[src/rtl/spi_ram_if.sv]
// Frame/response bus between the SPI slave (master modport) and the
// command-decoding RAM controller (slave modport).
interface spi_ram_if #(
    parameter int DATA_WIDTH = 8
);
    logic                  rx_valid;
    logic [DATA_WIDTH+1:0] rx_data;
    logic                  tx_valid;
    logic [DATA_WIDTH-1:0] tx_data;
    logic                  busy;

    modport master (output rx_valid, rx_data, input tx_valid, tx_data, busy);
    modport slave  (input rx_valid, rx_data, output tx_valid, tx_data, busy);
endinterface

[src/rtl/spi_ram_ctrl.sv]
// Command-decoding single-port RAM behind the SPI slave: edge-detects rx frames,
// executes addr/data commands and holds read responses for TX_HOLD cycles.
module spi_ram_ctrl #(
    parameter int DATA_WIDTH = 8,
    parameter int ADDR_WIDTH = 8,
    parameter int TX_HOLD    = 8,
    parameter bit AUTO_INC   = 1'b0
) (
    input  logic      clk,
    input  logic      rst,
    spi_ram_if.slave  bus
);
    localparam int DEPTH = 1 << ADDR_WIDTH;
    localparam int CW    = (TX_HOLD > 1) ? $clog2(TX_HOLD) : 1;

    typedef enum logic {IDLE, TX_RESP} state_t;

    logic [DATA_WIDTH-1:0] mem [DEPTH];
    logic [ADDR_WIDTH-1:0] wr_addr, rd_addr;
    logic [CW-1:0]         cnt;
    logic                  rx_valid_d;
    state_t                state;

    logic                  frame;
    logic [1:0]            cmd;
    logic [DATA_WIDTH-1:0] payload;

    // A level held for many cycles must execute only once.
    assign frame   = bus.rx_valid & ~rx_valid_d;
    assign cmd     = bus.rx_data[DATA_WIDTH+1:DATA_WIDTH];
    assign payload = bus.rx_data[DATA_WIDTH-1:0];

    // Memory contents survive reset, so it lives outside the reset block.
    always_ff @(posedge clk) begin
        if (frame && cmd == 2'b01)
            mem[wr_addr] <= payload;
    end

    always_ff @(posedge clk or posedge rst) begin
        if (rst) begin
            state        <= IDLE;
            bus.tx_valid <= 1'b0;
            bus.tx_data  <= '0;
            bus.busy     <= 1'b0;
            wr_addr      <= '0;
            rd_addr      <= '0;
            rx_valid_d   <= 1'b0;
            cnt          <= '0;
        end else begin
            rx_valid_d <= bus.rx_valid;

            if (state == TX_RESP) begin
                if (cnt == '0) begin
                    state        <= IDLE;
                    bus.tx_valid <= 1'b0;
                    bus.busy     <= 1'b0;
                end else begin
                    cnt <= cnt - 1'b1;
                end
            end

            // A new read overrides the expiry above, giving a gapless restart.
            if (frame) begin
                case (cmd)
                    2'b00: wr_addr <= payload[ADDR_WIDTH-1:0];
                    2'b01: if (AUTO_INC) wr_addr <= wr_addr + 1'b1;
                    2'b10: rd_addr <= payload[ADDR_WIDTH-1:0];
                    default: begin
                        bus.tx_data  <= mem[rd_addr];
                        bus.tx_valid <= 1'b1;
                        bus.busy     <= 1'b1;
                        cnt          <= CW'(TX_HOLD - 1);
                        state        <= TX_RESP;
                        if (AUTO_INC) rd_addr <= rd_addr + 1'b1;
                    end
                endcase
            end
        end
    end
endmodule

[src/flat_wrapper.sv]
// flat-port wrapper written by rule: the top's interface ports become plain ports
module spi_ram_ctrl_flat 
#(
    parameter int DATA_WIDTH = 8,
    parameter int ADDR_WIDTH = 8,
    parameter int TX_HOLD    = 8,
    parameter bit AUTO_INC   = 1'b0
)
  (clk, rst, bus_rx_valid, bus_rx_data, bus_tx_valid, bus_tx_data, bus_busy);
  spi_ram_if #(.DATA_WIDTH(DATA_WIDTH)) bus_i ();
  input  logic clk;
  input  logic rst;
  input wire logic [$bits(bus_i.rx_valid)-1:0] bus_rx_valid;
  input wire logic [$bits(bus_i.rx_data)-1:0] bus_rx_data;
  output wire logic [$bits(bus_i.tx_valid)-1:0] bus_tx_valid;
  output wire logic [$bits(bus_i.tx_data)-1:0] bus_tx_data;
  output wire logic [$bits(bus_i.busy)-1:0] bus_busy;
  assign bus_i.rx_valid = bus_rx_valid;
  assign bus_i.rx_data = bus_rx_data;
  assign bus_tx_valid = bus_i.tx_valid;
  assign bus_tx_data = bus_i.tx_data;
  assign bus_busy = bus_i.busy;
  spi_ram_ctrl #(.DATA_WIDTH(DATA_WIDTH), .ADDR_WIDTH(ADDR_WIDTH), .TX_HOLD(TX_HOLD), .AUTO_INC(AUTO_INC)) u_core (.clk(clk), .rst(rst), .bus(bus_i));
endmodule
[config.mk]
export PLATFORM = sky130hd
export DESIGN_NAME = spi_ram_ctrl_flat
export DESIGN_NICKNAME = d
export VERILOG_FILES = /design/src/rtl/spi_ram_if.sv /design/src/rtl/spi_ram_ctrl.sv /design/src/flat_wrapper.sv
export SDC_FILE = /design/constraint.sdc
export NUM_CORES = 2
export LEC_CHECK = 0
export CORE_MARGIN = 2
export CORE_UTILIZATION = 37
export DETAILED_ROUTE_END_ITERATION = 8
export PLACE_DENSITY_LB_ADDON = 0.08
export SYNTH_ARGS = -nofsm -noshare
export SYNTH_HDL_FRONTEND = slang
export SYNTH_SLANG_ARGS = --single-unit
[constraint.sdc]
create_clock -name clk -period 3.85 [get_ports clk]
set_input_delay 0.77 -clock clk [delete_from_list [all_inputs] [get_ports clk]]
set_output_delay 0.77 -clock clk [all_outputs]
set_load 0.03 [all_outputs]
; ---- Yosys cells after proc, flatten, opt, wreduce, memory -nomap -nowiden
; Memory sizes are Yosys's and may differ from the RTL's. A register that Yosys moved wholly into a read port is not among the register bits.
; Cells that the tools add are included.
[op_classes]
add_sub_neg = 1
eq_ne = 2
n_mux = 18
bitwise = 3
n_reduce_logical = 7
[op_table]
columns = operator, n
row1 = $mux 1, 14
row2 = $mux 3, 4
row3 = $reduce_and 2->1, 3
row4 = $logic_not 3->1, 1
row5 = $reduce_or 3->1, 1
row6 = $sub 3x1->3 const B, 1
row7 = $eq 2x1->1 const B, 1
row8 = $eq 2x2->1 const B, 1
row9 = $logic_not 2->1, 1
row10 = $not 1->1, 2
row11 = $and 1x1->1, 1
row12 = $logic_and 1x1->1, 1
[totals]
register_bits = 23
ramBits = 2048
input_bits = 13
output_inout_bits = 10
word_cells = 39
memories = 1
[memory_table]
columns = name, depth, word_bits, read_ports, rd_ports_with_merged_regs, wr, line
row1 = u_core.mem, 256, 8, 1, 1, 1, spi_ram_ctrl.sv:18  ; logic [DATA_WIDTH-1:0] mem [DEPTH];

; ---- Depth between registers and ports, before layout
[depth]
word_depth = 5
depth_mapped = 12
mapped_depth_nobuf = 7

; ---- Worst setup path before layout
; No wires, ideal clock.
[synth_path]
path_kind = input -> register
from = in bus_rx_valid
to = mem u_core.mem[160][0], enable pin
setup_time_ns = 0.370
arrival_time_ns = 2.462
t_required_ns = 3.480
setup_slack_ns = 1.018
path_stages = 7
n_path_buf = 1
cell_sequence = nor2b_1 nand2_1 nor2_1 and2_1 nand2_1 clkbuf_1 nor2_1
[synth_between]
elab_chain_len = 4
[synth_lines]
columns = item, line
row1 = start: declaration, flat_wrapper.sv:13  ; input wire logic [$bits(bus_i.rx_valid)-1:0] bus_rx_valid;
row2 = $and 1x1->1, spi_ram_ctrl.sv:29  ; assign frame = bus.rx_valid & ~rx_valid_d;
row3 = $logic_and 1x1->1, spi_ram_ctrl.sv:35  ; if (frame && cmd == 2'b01)
row4 = $mux 1, spi_ram_ctrl.sv:35
row5 = $mux 1 (not written as such), spi_ram_ctrl.sv:36  ; mem[wr_addr] <= payload;
row6 = end: declaration, spi_ram_ctrl.sv:18
; Every way passes these cells.

==> results.md <==
- The number of cell instances on the worst register-to-register path is 8.
- Clock skew on the completed layout was measured at 0.0354 ns.
- The worst register-to-register path begins at u_core.rd_addr[4].
- The area of the mapped netlist is 81100 sq um.
- The number of clock buffers inserted by TritonCTS is 225.
- In this run the core area contains 171 standard-cell rows.
- The region available for standard cell placement spans 218000 sq um.
- CTS placed an instance of clkbuf_16 at the clock tree root.
- The most common cell in the synthesized netlist is edfxtp_1.
- The sink of the worst hold path is u_core.mem[165][3].
- The class of the most critical hold timing path is input port to flip-flop.
- The number of sinks handled by clock tree synthesis is 2079.
- The residual DRC count is 0.
- The height of the die is 472 microns.
- The post-synthesis to final-layout area growth is 17.1%.
- The flow ran to the end, and the final reports show no timing, DRC or antenna violations.
- The number of port buffers is 22.
- Of the total synthesized cell area, the portion taken by full adders, half adders and majority gates is 0.000463.
- TritonCTS built the clock tree.
- The final setup TNS is 0 ns.
- Of the total synthesized cell area, the portion taken by AND, OR, NAND and NOR gates is 0.0281.
- The dominant register cell in the synthesized netlist is edfxtp_1.
- The worst-case IR drop observed on VDD is 0.000471 V.
- Ranked by total cell area, the synthesized netlist is headed by edfxtp_1 (76%), mux4_2 (9.7%), mux2i_1 (3.9%).
- In the final layout, the share of cells above drive strength 1 is 0.258.
- The analysis attributes to cell leakage a power of 30.7 nW.
- The share of synthesized area in the top cell type comes to 0.758.
- The headroom to the max-slew limit is 0.195.
- Yosys mapped the design onto 67 distinct sky130hd cell types.
- The startpoint identified for the worst hold timing path is bus_rx_data[3].
- The biggest area consumer among synthesized cells is edfxtp_1.
- After synthesis, the largest family of logic cells by area is multiplexers.
- After synthesis the netlist holds a flip-flop and latch count of 2079.
- The complex-gate fraction of the synthesized area came to 0.0396.
- The share of the cycle needed by the critical path after routing is 0.927.
- The via count of the first global-routing pass came to 41900.
- In this run the horizontal extent of the chip is 472 microns.
- The mux contribution to synthesized area is 0.143.
- For this design, the CTS-stage hold fixing added 0 buffers.
- The number of setup buffers added after CTS is 0.
- Entering global routing, the biggest net connects 110 pins.
- The final-report hold violation count is 0.
- The count of nets left with antenna violations once routing finished came out at 0.
- The first-pass GRT wire length is 328000 microns.
- Of the total power, the share spent switching nets is 0.260.
- In this run, post-CTS repair resized a total of 0 instances.
- The proportion of power drawn by combinational gates is 0.149.
- At the pin with the least slew margin, the transition time is 1.21 ns.
- The total power density per cell area is 575 nW/um^2.
- For this run, the post-layout net count is 4550.
- For this run, asynchronously set or reset flops after synthesis account for 0.0149.
- At the end of routability-driven placement, the weighted congestion stood at 0.857.
- Of all nets on the critical path, the largest fanout is 20.
- The area share of xor/xnor cells in the synthesized design is 0.000108.
- The initial antenna violation count is 8.
- The critical path class is flip-flop to flip-flop.
- The minimum clock period after layout is 3.57 ns.
- For this block, the via count after detailed routing is 41200.
- The data required time at the worst endpoint is 4.63 ns.
- The maximum clock frequency is 280 MHz.
- The via density per instance is 5.43.
- The starting density of the core is 0.373.
- The count of flip-flops with a built-in enable after synthesis is 2048.
- The clock edge transition at the registers on the reported setup and hold paths is 0.06 ns.
- The die covers 223000 sq um.
- The share of synthesized area occupied by flip-flops and latches is 0.768.
- The largest buffer count on any clock path is 3.
- Counting every net in the synthesized netlist gives 4044.
- The total overflow left after global routing is 0.
- After routing the design area is 95100 sq um.
- The worst setup path is launched from a flip-flop.
- The layout filler cell count is 18800.
- Cell internal power was estimated by the tool at 40.4 mW.
- The sequential group share of total power is 0.463.
- For this run, the number of Yosys warnings is 0.
- Setup slack on the worst reg-to-reg path comes out at 0.28 ns.
- The detail-routed net length per standard cell is 30.6 microns.
- The number of H-tree levels is 4.
- The instance count along the most critical hold path is 1.
- In the synthesized netlist, the cells that appear most often are edfxtp_1 (2048), mux4_2 (349), nor2_1 (320).
- Setup repair after global routing left no endpoint under its margin.
- Data on the critical path arrives at its endpoint at 4.35 ns.
- The number of max-slew violations in the final report was 0.
- The global-route usage over all layers is 0.207.
- In this run the cell area measured after placement is 87800 sq um.
- The post-detailed-routing wire length is 232000 microns.
- Of the total power, the clock network draws 0.388.
- After the first detailed-routing iteration, the DRC count stood at 3977.
- After legalization and detailed placement, the total HPWL measured 148000 microns.
- The final-report setup violation count is 0.
- The average instance in the mapped netlist occupies 20.1 sq um.
- The count of TritonRoute iterations in the first routing pass is 8.
- The worst register-to-register path ends at u_core.bus.tx_data[3].
- The clock latency at the later pin of the worst-skew pair is 0.84 ns.
- Synthesis produced a netlist whose cell count is 4028.
- The worst setup path is captured at a flip-flop.
- Summed over all nets, the switching power comes to 14.2 mW.
- Across the run, the number of max-cap violations was 0.
- 23 I/O pins were placed.
==> per-layer routing <==
| layer | GRT usage | vias up | routed length [microns] |
|---|---|---|---|
| li1 | - | 17700 | - |
| met1 | 0.300 | 22100 | 105000 |
| met2 | 0.331 | 1102 | 111000 |
| met3 | 0.0286 | 256 | 10900 |
| met4 | 0.0495 | 2 | 5190 |
| met5 | 0 | - | 203 |
==> layout by cell type (no fill, tap or decap), drive strengths merged, types with 31 or more instances in the layout <==
| cell type | synthesis | final |
|---|---|---|
| o22ai | 127 | 127 |
| nor2 | 320 | 320 |
| a21oi | 49 | 49 |
| mux4 | 363 | 363 |
| mux2i | 316 | 316 |
| nand3 | 38 | 38 |
| edfxtp | 2048 | 2048 |
| buf | 158 | 513 |
| nand2 | 106 | 106 |
| dfrtp | 31 | 31 |
| a211oi | 59 | 59 |
| o221ai | 61 | 61 |
| clkinv | 0 | 95 |
| clkbuf | 90 | 285 |
| a22oi | 74 | 74 |
==> how the worst max path moves through the flow <==
stage | start | to | slack [ns] | depth (start not counted)
finish | u_core.rd_addr[4] | u_core.bus.tx_data[3] | 0.28 | 8
global route | u_core.rd_addr[4] | u_core.bus.tx_data[7] | 0.21 | 7
CTS | u_core.rd_addr[4] | u_core.bus.tx_data[1] | 0.24 | 8
detailed placement | u_core.rd_addr[4] | u_core.bus.tx_data[1] | 0.25 | 8
global placement | u_core.rd_addr[4] | u_core.bus.tx_data[7] | 0.19 | 7
floorplan | bus_rx_valid | u_core.mem[160][0] | 1.02 | 7
==> sequential cells by signal (all words and copies together), names as in the netlist <==
signal               flops
u_core.rd_addr           8
u_core.bus.busy          1
u_core.rx_valid_d        1
u_core.bus.tx_data       8
u_core.mem            2048
u_core.state             1
u_core.cnt               3
u_core.bus.tx_valid      1
u_core.wr_addr           8
==> cells by family after synthesis <==
family,after synthesis
DFF,2079
xor gates and xnor gates,1
muxes,695
buffers and inverters,256
AOI/OAI and AO/OA,454
and+or+nand+nor,540
adders and majority gates,3
==> layout make-up <==
type	instances	area, sq um	area share
Inverter	8	32.5	0.000342
Multi-Input combinational cell	1693	17200	0.181
Sequential cell	2079	62300	0.655
Clock inverter	128	1300	0.0136
Tap cell	2854	3570	0.0376
Timing Repair Buffer	527	4740	0.0499
Clock buffer	285	5950	0.0626
Antenna cell	5	12.5	0.000132
==> critical path: stages (launching register included) <==
cell and delay (ns):
dfrtp_4 0.82, inv_4 0.27, nor2_4 0.54, buf_4 0.29, a211oi_1 0.14, a22oi_1 0.48
a21oi_1 0.22, nor3_1 0.52, a211o_1 0.17
==> stage by stage <==
step | utilization | std cells | worst slack, ns | total power, mW | hold slack (ns)
floorplan | - | 4028 | 1.02 | 30.6 | 0.477
global placement | 0.403 | 7161 | 0.185 | 34.1 | 0.463
detailed placement | 0.403 | 7161 | 0.254 | 34.1 | 0.470
CTS | 0.437 | 7574 | 0.236 | 55.4 | 0.247
global route | 0.437 | 7575 | 0.212 | 56.5 | 0.266
finish | 0.437 | 7579 | 0.280 | 54.7 | 0.308
==> power groups by stage <==
stage / Sequential [mW] / Clock (mW) / Combinational, mW
5_1_grt: 25.3 / 22.6 / 8.62
3_3_place_gp: 25.8 / 0 / 8.32
3_5_place_dp: 25.8 / 0 / 8.31
4_1_cts: 25.3 / 21.8 / 8.33
6_report: 25.3 / 21.2 / 8.16
2_1_floorplan: 25.6 / 0 / 4.96
Power figures use the tool's default switching activity.
